[config.mk]
export PLATFORM = sky130hd
export DESIGN_NAME = uart_tx_arbiter
export DESIGN_NICKNAME = d
export VERILOG_FILES = /design/src/rtl/uart_tx_arbiter.sv
export SDC_FILE = /design/constraint.sdc
export NUM_CORES = 1
export LEC_CHECK = 0
export BUFFER_PORTS_ARGS = -buffer_cell sky130_fd_sc_hd__buf_4
export CORE_MARGIN = 4
export CORE_UTILIZATION = 35
export CTS_CLUSTER_DIAMETER = 120
export DETAILED_ROUTE_END_ITERATION = 6
export PLACE_DENSITY = 0.7
export SETUP_SLACK_MARGIN = 0.05
export SYNTH_ARGS = -nofsm -noshare
export SYNTH_HDL_FRONTEND = slang
export SYNTH_SLANG_ARGS = --single-unit
[constraint.sdc]
create_clock -name i_clk -period 3 [get_ports i_clk]
set_clock_uncertainty 0.2 [all_clocks]
set_input_delay 0.15 -clock i_clk [delete_from_list [all_inputs] [get_ports i_clk]]
set_output_delay 0.15 -clock i_clk [all_outputs]
set_load 0.1 [all_outputs]
[src/rtl/uart_tx_arbiter.sv]
// uart_tx_arbiter: round-robin, packet-locking arbiter that shares one UART TX byte stream
//   i_clk/i_reset            clock, synchronous active-high reset
//   i_reqValid/Data/Last     per-requester byte stream (requester k on i_reqData[8k+7:8k])
//   o_reqReady               per-requester accept, only the granted requester can see it high
//   o_valid/o_data/i_ready   one-byte registered output stage toward uart_tx
//   o_grant/o_busy           current or last granted requester, high while a grant is locked
module uart_tx_arbiter #(
  parameter int NUM_REQ   = 4,
  parameter int MAX_BURST = 16,
  parameter int TIMEOUT   = 64
) (
  input  logic                 i_clk,
  input  logic                 i_reset,
  input  logic [NUM_REQ-1:0]   i_reqValid,
  input  logic [8*NUM_REQ-1:0] i_reqData,
  input  logic [NUM_REQ-1:0]   i_reqLast,
  output logic [NUM_REQ-1:0]   o_reqReady,
  output logic                 o_valid,
  output logic [7:0]           o_data,
  input  logic                 i_ready,
  output logic [2:0]           o_grant,
  output logic                 o_busy
);
  localparam int IW = $clog2(NUM_REQ);
  typedef enum logic {IDLE, LOCKED} state_t;
  state_t        state_q;
  logic [IW-1:0] grant_q, ptr_q, win_d, cand;
  logic [7:0]    burst_q, idle_q, data_q;
  logic          valid_q, locked, free, g_valid, xfer, release_d;
  // Scan from the farthest offset down to the pointer so the nearest valid index wins.
  always_comb begin
    win_d = ptr_q;
    cand = '0;
    for (int i = NUM_REQ - 1; i >= 0; i--) begin
      cand = (int'(ptr_q) + i >= NUM_REQ) ? IW'(int'(ptr_q) + i - NUM_REQ) : IW'(int'(ptr_q) + i);
      win_d = i_reqValid[cand] ? cand : win_d;
    end
  end
  assign locked     = state_q == LOCKED;
  assign free       = ~valid_q | i_ready;
  assign g_valid    = i_reqValid[grant_q];
  assign xfer       = locked & g_valid & free;
  assign release_d  = (xfer & (i_reqLast[grant_q] | (burst_q == 8'(MAX_BURST - 1))))
                    | (locked & ~g_valid & (idle_q == 8'(TIMEOUT - 1)));
  assign o_reqReady = (locked && free) ? NUM_REQ'(1) << grant_q : '0;
  assign o_valid    = valid_q;
  assign o_data     = data_q;
  assign o_grant    = 3'(grant_q);
  assign o_busy     = locked;
  always_ff @(posedge i_clk) begin
    if (i_reset) begin
      state_q <= IDLE;
      grant_q <= '0;
      ptr_q   <= '0;
      burst_q <= '0;
      idle_q  <= '0;
      valid_q <= 1'b0;
      data_q  <= '0;
    end else begin
      // A new load takes precedence over the downstream draining the held byte.
      valid_q <= xfer | (valid_q & ~i_ready);
      if (xfer) data_q <= i_reqData[8*grant_q +: 8];
      if (!locked) begin
        if (|i_reqValid) begin
          state_q <= LOCKED;
          grant_q <= win_d;
          burst_q <= '0;
          idle_q  <= '0;
        end
      end else begin
        burst_q <= xfer ? burst_q + 8'd1 : burst_q;
        // Stall time only counts while the owner has nothing to offer; backpressure freezes it.
        idle_q  <= xfer ? '0 : (g_valid ? idle_q : idle_q + 8'd1);
        if (release_d) begin
          state_q <= IDLE;
          ptr_q   <= (grant_q == IW'(NUM_REQ - 1)) ? '0 : grant_q + IW'(1);
        end
      end
    end
  end
endmodule

==> flow_metrics.tcl, run 1 <==
set metrics [dict create \
    h-tree-depth 2 \
    grt_max_degree 20 \
    postCtsSetupRepairBufs 0 \
    grt_pass1_wl_um 8176 \
    yosys.area_share.simple_pct 25.47 \
    synth_cells 212 \
    cts_root_buf "clkbuf_8" \
    r2r_start "grant_q[0]" \
    synth-main-ff-cell "dfxtp_1" \
    cts-buffers-inserted 5 \
    tns_ps 0 \
    remaining_drc_errors 0 \
    drt_pass1_iterations 4 \
    ant_nets 0 \
    post-route-period-util_pct 73.00 \
    crit_buf_inv 1 \
    crit_family "multiplexers" \
    final_common_cell "buf_4" \
    grtUsageTotal_pct 15.92 \
    viasPerCell 5.450 \
    arrival_ps 2160 \
    crit_path_max_incr_delay_ps 550 \
    synthMuxAreaShare_pct 17.79 \
    fin_area_um2 2440 \
    run_status "finished clean" \
    syn_area_um2 1857 \
    synth_top_family_by_area "simple AND/OR/NAND/NOR gates" \
    initial_utilization_pct 36.12 \
    r2r_setup_slack_ps 810 \
    min_period_ps 2190 \
    vias 1853 \
    clk_latency_ps 280 \
    synth_fa_ha_area_share_pct 4.043 \
    clk_pin_slew_ps 70 \
    async_flop_share_pct 0 \
    grt_antenna_before_repair 0 \
    grt_pass1_vias 1863 \
    min_path_cells 2 \
    mostFrequentLayoutCells "buf_4, nand2_1, dfxtp_1" \
    num-nets-final 319 \
    ir_drop_mv 0.2236 \
    synth_edf_count 0 \
    cap_violations 0 \
    synth_cell_types 42 \
    fmax_mhz 456.6 \
    crit_fanout 8 \
    start_kind "flip-flop" \
    ff2ff_path_depth 5 \
    die_y_um 80.84 \
    fin_util_pct 47.47 \
    row_count 26 \
    gp_congestion 0.7910 \
    hold_path_class "in -> reg" \
    synthXorXnorAreaFrac_pct 0 \
    worst_pin_slew_ps 655.0 \
    antenna_cells 0 \
    hold_viol 0 \
    port-buffer-count 58 \
    drt_iter0_drc 79 \
    r2r_end "ptr_q[0]" \
    setup_violations 0 \
    wirelength_um 4768 \
    cts_num_sinks 30 \
    relSlewSlack_pct 55.93 \
    ios 60 \
    yosysWarningCount 0 \
    power_density_nw_per_um2 435.4 \
    max-clock-path-buffers 2 \
    coreArea_um2 5140 \
    place_area_um2 2351 \
    p_leak_uw 0.0009995 \
    die-area_um2 6534 \
    syn_nets 261 \
    area_delta_synth_final_pct 31.40 \
    dieWidth_um 80.84 \
    hpwlAfterDp_um 3619 \
    ys_ff_latch 30 \
    power.total_uw 1062 \
    synth_compound_area_share_pct 15.50 \
    drv_slew 0 \
    worst_hold_startpoint "i_reset" \
    worst_hold_path.endpoint "o_data[7]" \
    fillers 525 \
    slowest_stage "mux4_2" \
    post_route_cells_drive_above_1_share_pct 31.11 \
    cts_tree "done" \
    syn_area_per_cell_um2 8.758 \
    rsz0062_at_grt "false" \
    endpoint_kind "flip-flop" \
    path_cells "mux4_2 > nand3_1 > buf_4 > o32a_1 > mux2_4" \
    grt_overflow_total 0 \
    wire_per_inst_um 14.02 \
    worstSetupPathType "reg -> reg" \
    ys_seq_area_share_pct 32.35 \
    worstPathRequired_ps 2970 \
]
final cells by class:
cell class	instances	area, um2	area share [%]
Clock buffer	5	68.82	2.821
Clock inverter	2	10.01	0.4103
Timing Repair Buffer	63	475.5	19.49
Tap cell	70	87.58	3.590
Multi-Input combinational cell	163	1170	47.95
Sequential cell	30	601.8	24.67
Inverter	7	26.28	1.077
report_power, final:
group / switching [uW] / internal [uW]
Combinational: 213 / 115
Clock: 149 / 155
Sequential: 14.4 / 415
Total: 376 / 686
stage by stage:
step | worst slack (ps) | std cells | hold WS [ps]
2_1_floorplan | 258.2 | 212 | 172.4
3_3_place_gp | 860.9 | 332 | 244.0
3_5_place_dp | 819.9 | 332 | 248.3
4_1_cts | 807.6 | 340 | 8.717
5_1_grt | 709.5 | 340 | 26.12
6_report | 810.0 | 340 | 13.58
per-layer routing:
metal / wire length (um) / vias up / global-route usage [%]
met5: 0 / - / 0
met3: 487 / 6 / 5.987
li1: - / 902 / -
met4: 44 / 0 / 5.236
met2: 2229 / 73 / 26.44
met1: 2005 / 872 / 18.92
repair_timing:
item / in CTS / in global routing
setup endpoints to repair: 0 / 0
hold endpoints to repair: 1 / 0
resized for setup: 0 / 0
hold buffers: 1 / 0
worst register-to-register path, delay by kind of cell, from the launching register on:
kind | cells | cell delay, ps
buffers and inverters | 1 | 210
muxes | 2 | 860
AOI/OAI and AO/OA | 1 | 220
and+or+nand+nor | 1 | 250
DFF | 1 | 340
how the worst max path moves through the flow:
| stage | end | from | slack, ps | depth (start not counted) |
|---|---|---|---|---|
| floorplan | ptr_q[0] | grant_q[1] | 260 | 5 |
| global placement | ptr_q[0] | grant_q[0] | 860 | 5 |
| detailed placement | ptr_q[0] | grant_q[0] | 820 | 5 |
| CTS | ptr_q[0] | grant_q[0] | 810 | 5 |
| global route | ptr_q[0] | grant_q[0] | 710 | 5 |
| finish | ptr_q[0] | grant_q[0] | 810 | 5 |
flip-flops by register name (all words and copies together), names as in the netlist:
name     flops
ptr_q        2
o_valid      1
burst_q      8
o_busy       1
idle_q       8
grant_q      2
o_data       8
synth_stat cells, types with 3 or more instances:
cell type / number / share of area [%]
a2111o_1: 3 / 1.8
a21oi_1: 21 / 5.7
and3_1: 8 / 2.7
buf_2: 3 / 0.81
clkbuf_1: 6 / 1.2
dfxtp_1: 30 / 32
ha_1: 6 / 4.0
inv_1: 5 / 1.0
mux2i_1: 9 / 4.9
mux4_2: 10 / 12
nand2_1: 30 / 6.1
nand2b_1: 3 / 1.0
nand3_1: 19 / 5.1
nand4_1: 4 / 1.3
nor2_1: 5 / 1.0
nor2b_1: 5 / 1.7
nor3_1: 4 / 1.1
o2111ai_1: 5 / 2.4
o21ai_0: 4 / 1.1
or3_1: 6 / 2.0
cells by family (layout without fill, tap and decap cells):
| logic type | count (synthesis) | in the layout |
|---|---|---|
| buffers and inverters | 19 | 77 |
| muxes | 20 | 20 |
| and+or+nand+nor | 92 | 92 |
| DFF | 30 | 30 |
| adders and majority gates | 6 | 6 |
| other | 1 | 1 |
| AOI/OAI and AO/OA | 44 | 44 |
No activity file was read; power rests on OpenSTA's default activity.
==> run 2: changes to the inputs <==
--- a/config.mk
+++ b/config.mk
@@ -10,7 +10,7 @@
 export CORE_UTILIZATION = 35
 export CTS_CLUSTER_DIAMETER = 120
 export DETAILED_ROUTE_END_ITERATION = 6
-export PLACE_DENSITY = 0.7
+export PLACE_DENSITY = 0.72
 export SETUP_SLACK_MARGIN = 0.05
 export SYNTH_ARGS = -nofsm -noshare
 export SYNTH_HDL_FRONTEND = slang
==> constraint.sdc (replaced) <==
create_clock -name i_clk -period 2 [get_ports i_clk]
set_clock_uncertainty 0.2 [all_clocks]
set_input_delay 0.1 -clock i_clk [delete_from_list [all_inputs] [get_ports i_clk]]
set_output_delay 0.1 -clock i_clk [all_outputs]
set_load 0.1 [all_outputs]
==> flow_metrics.tcl, run 2 (same netlist as run 1, synthesis figures left out) <==
set metrics [dict create \
    ir_drop_mv 0.3996 \
    cts_root_buf "clkbuf_8" \
    dieWidth_um 80.84 \
    dp_slack_ps -12.28 \
    worst_hold_slack_ps 14.10 \
    p_leak_uw 0.001084 \
    cap_violations 0 \
    max-clock-path-buffers 2 \
    endpoint_kind "flip-flop" \
    ios 60 \
    relSlewSlack_pct 60.23 \
    rsz0062_at_grt "true" \
    worst_pin_slew_ps 592.5 \
    die_y_um 80.84 \
    layout.cells.non_filler 353 \
    coreArea_um2 5140 \
    worstPathRequired_ps 1970 \
    fmax_mhz 501.0 \
    grt_overflow_total 0 \
    grtUsageTotal_pct 16.13 \
    grt_pass1_wl_um 8211 \
    antenna_cells 0 \
    grt_antenna_before_repair 0 \
    fin_util_pct 51.05 \
    port-buffer-count 58 \
    mostFrequentLayoutCells "buf_4, nand2_1, dfxtp_1" \
    num-nets-final 331 \
    gp_congestion 0.7863 \
    start_kind "flip-flop" \
    wire_per_inst_um 14.06 \
    vias 1886 \
    ant_nets 0 \
    drv_slew 0 \
    viasPerCell 5.343 \
    clk_latency_ps 280 \
    grt_pass1_vias 1797 \
    setup_violations 0 \
    grt_max_degree 21 \
    area_delta_synth_final_pct 41.31 \
    drt_iter0_drc 90 \
    finalWorstSetupSlack_ps 4.005 \
    initial_utilization_pct 36.12 \
    cts-buffers-inserted 5 \
    cts_num_sinks 30 \
    hpwlAfterDp_um 3815 \
    run_status "finished clean" \
    row_count 26 \
    worstSetupPathType "reg -> reg" \
    power_density_nw_per_um2 691.7 \
    post-route-period-util_pct 99.80 \
    final_common_cell "buf_4" \
    post_route_cells_drive_above_1_share_pct 36.75 \
    crit_fanout 4 \
    h-tree-depth 2 \
    remaining_drc_errors 0 \
    hold_viol 0 \
    tns_ps 0 \
    wirelength_um 4963 \
    cts_tree "done" \
    drt_pass1_iterations 4 \
    min_period_ps 1996 \
    dpl.cell_count 342 \
    clk_pin_slew_ps 70 \
    die-area_um2 6534 \
    arrival_ps 1970 \
    hold_path_class "in -> reg" \
]
## run 2: area by class of cell
cell class,instances,area [um2]
Timing Repair Buffer,75,596.8
Clock inverter,1,30.03
Tap cell,70,87.58
Inverter,7,26.28
Multi-Input combinational cell,163,1184
Fill cell,523,2516
Clock buffer,7,86.33
Sequential cell,30,613.1
## run 2: layer usage
metal / track usage (%) / up-vias / part of all wire, %
li1: - / 933 / -
met1: 20.01 / 883 / 42
met2: 26.19 / 64 / 49
met3: 4.989 / 6 / 8.3
met4: 6.081 / 0 / 1.4
met5: 0 / - / 0
## run 2: per-stage QoR
stage | total power (uW) | area, um2
2_1_floorplan | 1013 | 1892
3_3_place_gp | 1179 | 2472
3_5_place_dp | 1187 | 2472
4_1_cts | 1831 | 2618
5_1_grt | 1899 | 2624
6_report | 1815 | 2624
## run 2: critical path: stages, from the launching register on
cell      delay [ps]
dfxtp_4          370
mux4_2           540
nand2b_4         170
o32a_1           320
mux2_4           300
## run 2: where the power goes
| part | total [uW] | switching, uW | internal, uW |
|---|---|---|---|
| Sequential | 644 | 21.9 | 622 |
| Combinational | 535 | 331 | 205 |
| Clock | 635 | 229 | 406 |
## run 2: worst paths after layout
| check | slack, ps | end | cells past startpoint | startpoint |
|---|---|---|---|---|
| max reg2reg | 4 | ptr_q[0] | 4 | grant_q[0] |
| max | 4 | ptr_q[0] | 4 | grant_q[0] |
| min reg2reg | 260 | o_data[1] | 2 | o_data[1] |
| min | 10 | grant_q[1] | 3 | i_reqValid[3] |
## run 2: repair_timing
item / 4_1_cts / 5_1_grt
hold buffers: 2 / 0
endpoints found under the setup margin: 7 / 14
gates resized for setup: 1 / 2
pin swaps: 1 / 0
setup buffers: 1 / 0
endpoints found under the hold margin: 14 / 0
==> run 3: changes to the inputs <==
==> constraint.sdc (replaced) <==
create_clock -name i_clk -period 1.8 [get_ports i_clk]
set_clock_uncertainty 0.2 [all_clocks]
set_input_delay 0.09 -clock i_clk [delete_from_list [all_inputs] [get_ports i_clk]]
set_output_delay 0.09 -clock i_clk [all_outputs]
set_load 0.1 [all_outputs]
==> flow_metrics.tcl, run 3 (same netlist as run 1, synthesis figures left out) <==
set metrics [dict create \
    run_status "complete, but fails checks" \
    failed_checks "negative setup slack" \
    endpoint_kind "flip-flop" \
    worstPathRequired_ps 1780 \
    cap_violations 0 \
    drt_iter0_drc 64 \
    fmax_mhz 506.9 \
    ios 60 \
    rsz0062_at_grt "true" \
    grt_pass1_wl_um 8652 \
    post_route_cells_drive_above_1_share_pct 44.04 \
    crit_family "multiplexers" \
    path_cells "buf_4 > mux4_2 > a31oi_1 > o32a_1 > mux2_4" \
    dieWidth_um 80.84 \
    worst_pin_slew_ps 597.1 \
    grt_pass1_vias 1922 \
    port-buffer-count 58 \
    remaining_drc_errors 0 \
    hpwlAfterDp_um 4177 \
    final_common_cell "buf_4" \
    finalWorstSetupSlack_ps -172.6 \
    grt_overflow_total 0 \
    slowest_stage "mux4_2" \
    hold_viol 0 \
    antenna_cells 0 \
    start_kind "flip-flop" \
    ir_drop_mv 0.4870 \
    mostFrequentLayoutCells "buf_4, nand2_1, dfxtp_1" \
    gp_congestion 0.8592 \
    arrival_ps 1950 \
    cts-buffers-inserted 5 \
    setup_violations 25 \
    initial_utilization_pct 36.12 \
    clk_latency_ps 290 \
    vias 1960 \
    relSlewSlack_pct 59.92 \
    worstSetupPathType "reg -> reg" \
    grt_max_degree 20 \
    p_leak_uw 0.001171 \
    cts_root_buf "clkbuf_8" \
    cts_tree "done" \
    row_count 26 \
    num-nets-final 350 \
    post-route-period-util_pct 109.6 \
    power_density_nw_per_um2 713.7 \
    min_period_ps 1973 \
    area_delta_synth_final_pct 50.94 \
    clk_pin_slew_ps 70 \
    crit_fanout 3 \
    die-area_um2 6534 \
    fin_area_um2 2803 \
    place_area_um2 2584 \
    grtUsageTotal_pct 17.04 \
    die_y_um 80.84 \
    max-clock-path-buffers 2 \
    fillers 488 \
    coreArea_um2 5140 \
    crit_path_max_incr_delay_ps 490 \
    drt_pass1_iterations 5 \
    tns_ps -1726 \
    wire_per_inst_um 14.55 \
    area.sequential_um2 613.1 \
    viasPerCell 5.269 \
    h-tree-depth 2 \
    hold_path_class "in -> reg" \
    wirelength_um 5411 \
    ant_nets 0 \
    multi_input_area_um2 1234 \
    crit_buf_inv 1 \
    drv_slew 0 \
    cts_num_sinks 30 \
    grt_antenna_before_repair 0 \
]
==> run 3: changes by cell type in the layout (fill, tap and decap cells not counted), moves of 2 or more <==
cell     change
a21oi_2      +6
a21oi_1      -6
buf_4       +15
o21ai_1      +2
o21ai_0      -2
buf_12       -2
buf_6        +6
nand3_1      -2
==> run 3: final cells by class <==
class,instances,area share [%]
inverters,7,0.9375
multi-input cells,163,44.02
flip-flops and latches,30,21.87
repair buffers,94,26.29
clock inverters,1,0.2679
clock buffers,7,3.482
well taps,70,3.125
==> run 3: worst paths after layout <==
| kind | cells after the start | to | startpoint | slack [ps] |
|---|---|---|---|---|
| max | 5 | ptr_q[0] | grant_q[0] | -170 |
| min | 4 | o_data[2] | i_reqData[18] | 80 |
| max reg2reg | 5 | ptr_q[0] | grant_q[0] | -170 |
| min reg2reg | 2 | o_data[2] | o_data[2] | 260 |
==> run 3: metrics by stage <==
step	setup WS (ps)	cells	utilization (%)	hold slack, ps	power, uW
2_1_floorplan	-567.8	212	-	104.9	1128
3_3_place_gp	-141.8	360	50.27	210.8	1337
3_5_place_dp	-204.5	360	50.27	218.5	1348
4_1_cts	-182.2	371	53.48	76.79	1990
5_1_grt	-206.8	372	54.53	99.01	2071
6_report	-172.6	372	54.53	82.95	2000
==> run 3: where the power goes <==
part | leakage, uW | total [uW] | switching, uW | internal (uW)
combinational | 0.000875 | 657 | 389 | 268
sequential | 0.000246 | 716 | 24.7 | 691
clock | 0.0000496 | 627 | 270 | 357
==> run 3: worst min-delay path, cell delays in order <==
cell and delay [ps]:
buf_4 70, mux4_2 210, nand2_1 50, a21oi_1 100
==> run 3: routing by layer <==
metal	vias up	GRT usage (%)	routed length [um]
met5	-	0	0
met4	0	5.068	76
met3	6	5.765	404
met2	61	29.39	2716
met1	924	19.95	2214
li1	969	-	-
==> run 3: timing repair <==
action                                  in CTS  in global routing
setup buffers                                1                  1
gates resized for setup                     10                 13
pin swaps                                    2                  5
hold endpoints to repair                    14                  0
endpoints found under the setup margin      27                 30
hold buffers                                 2                  0
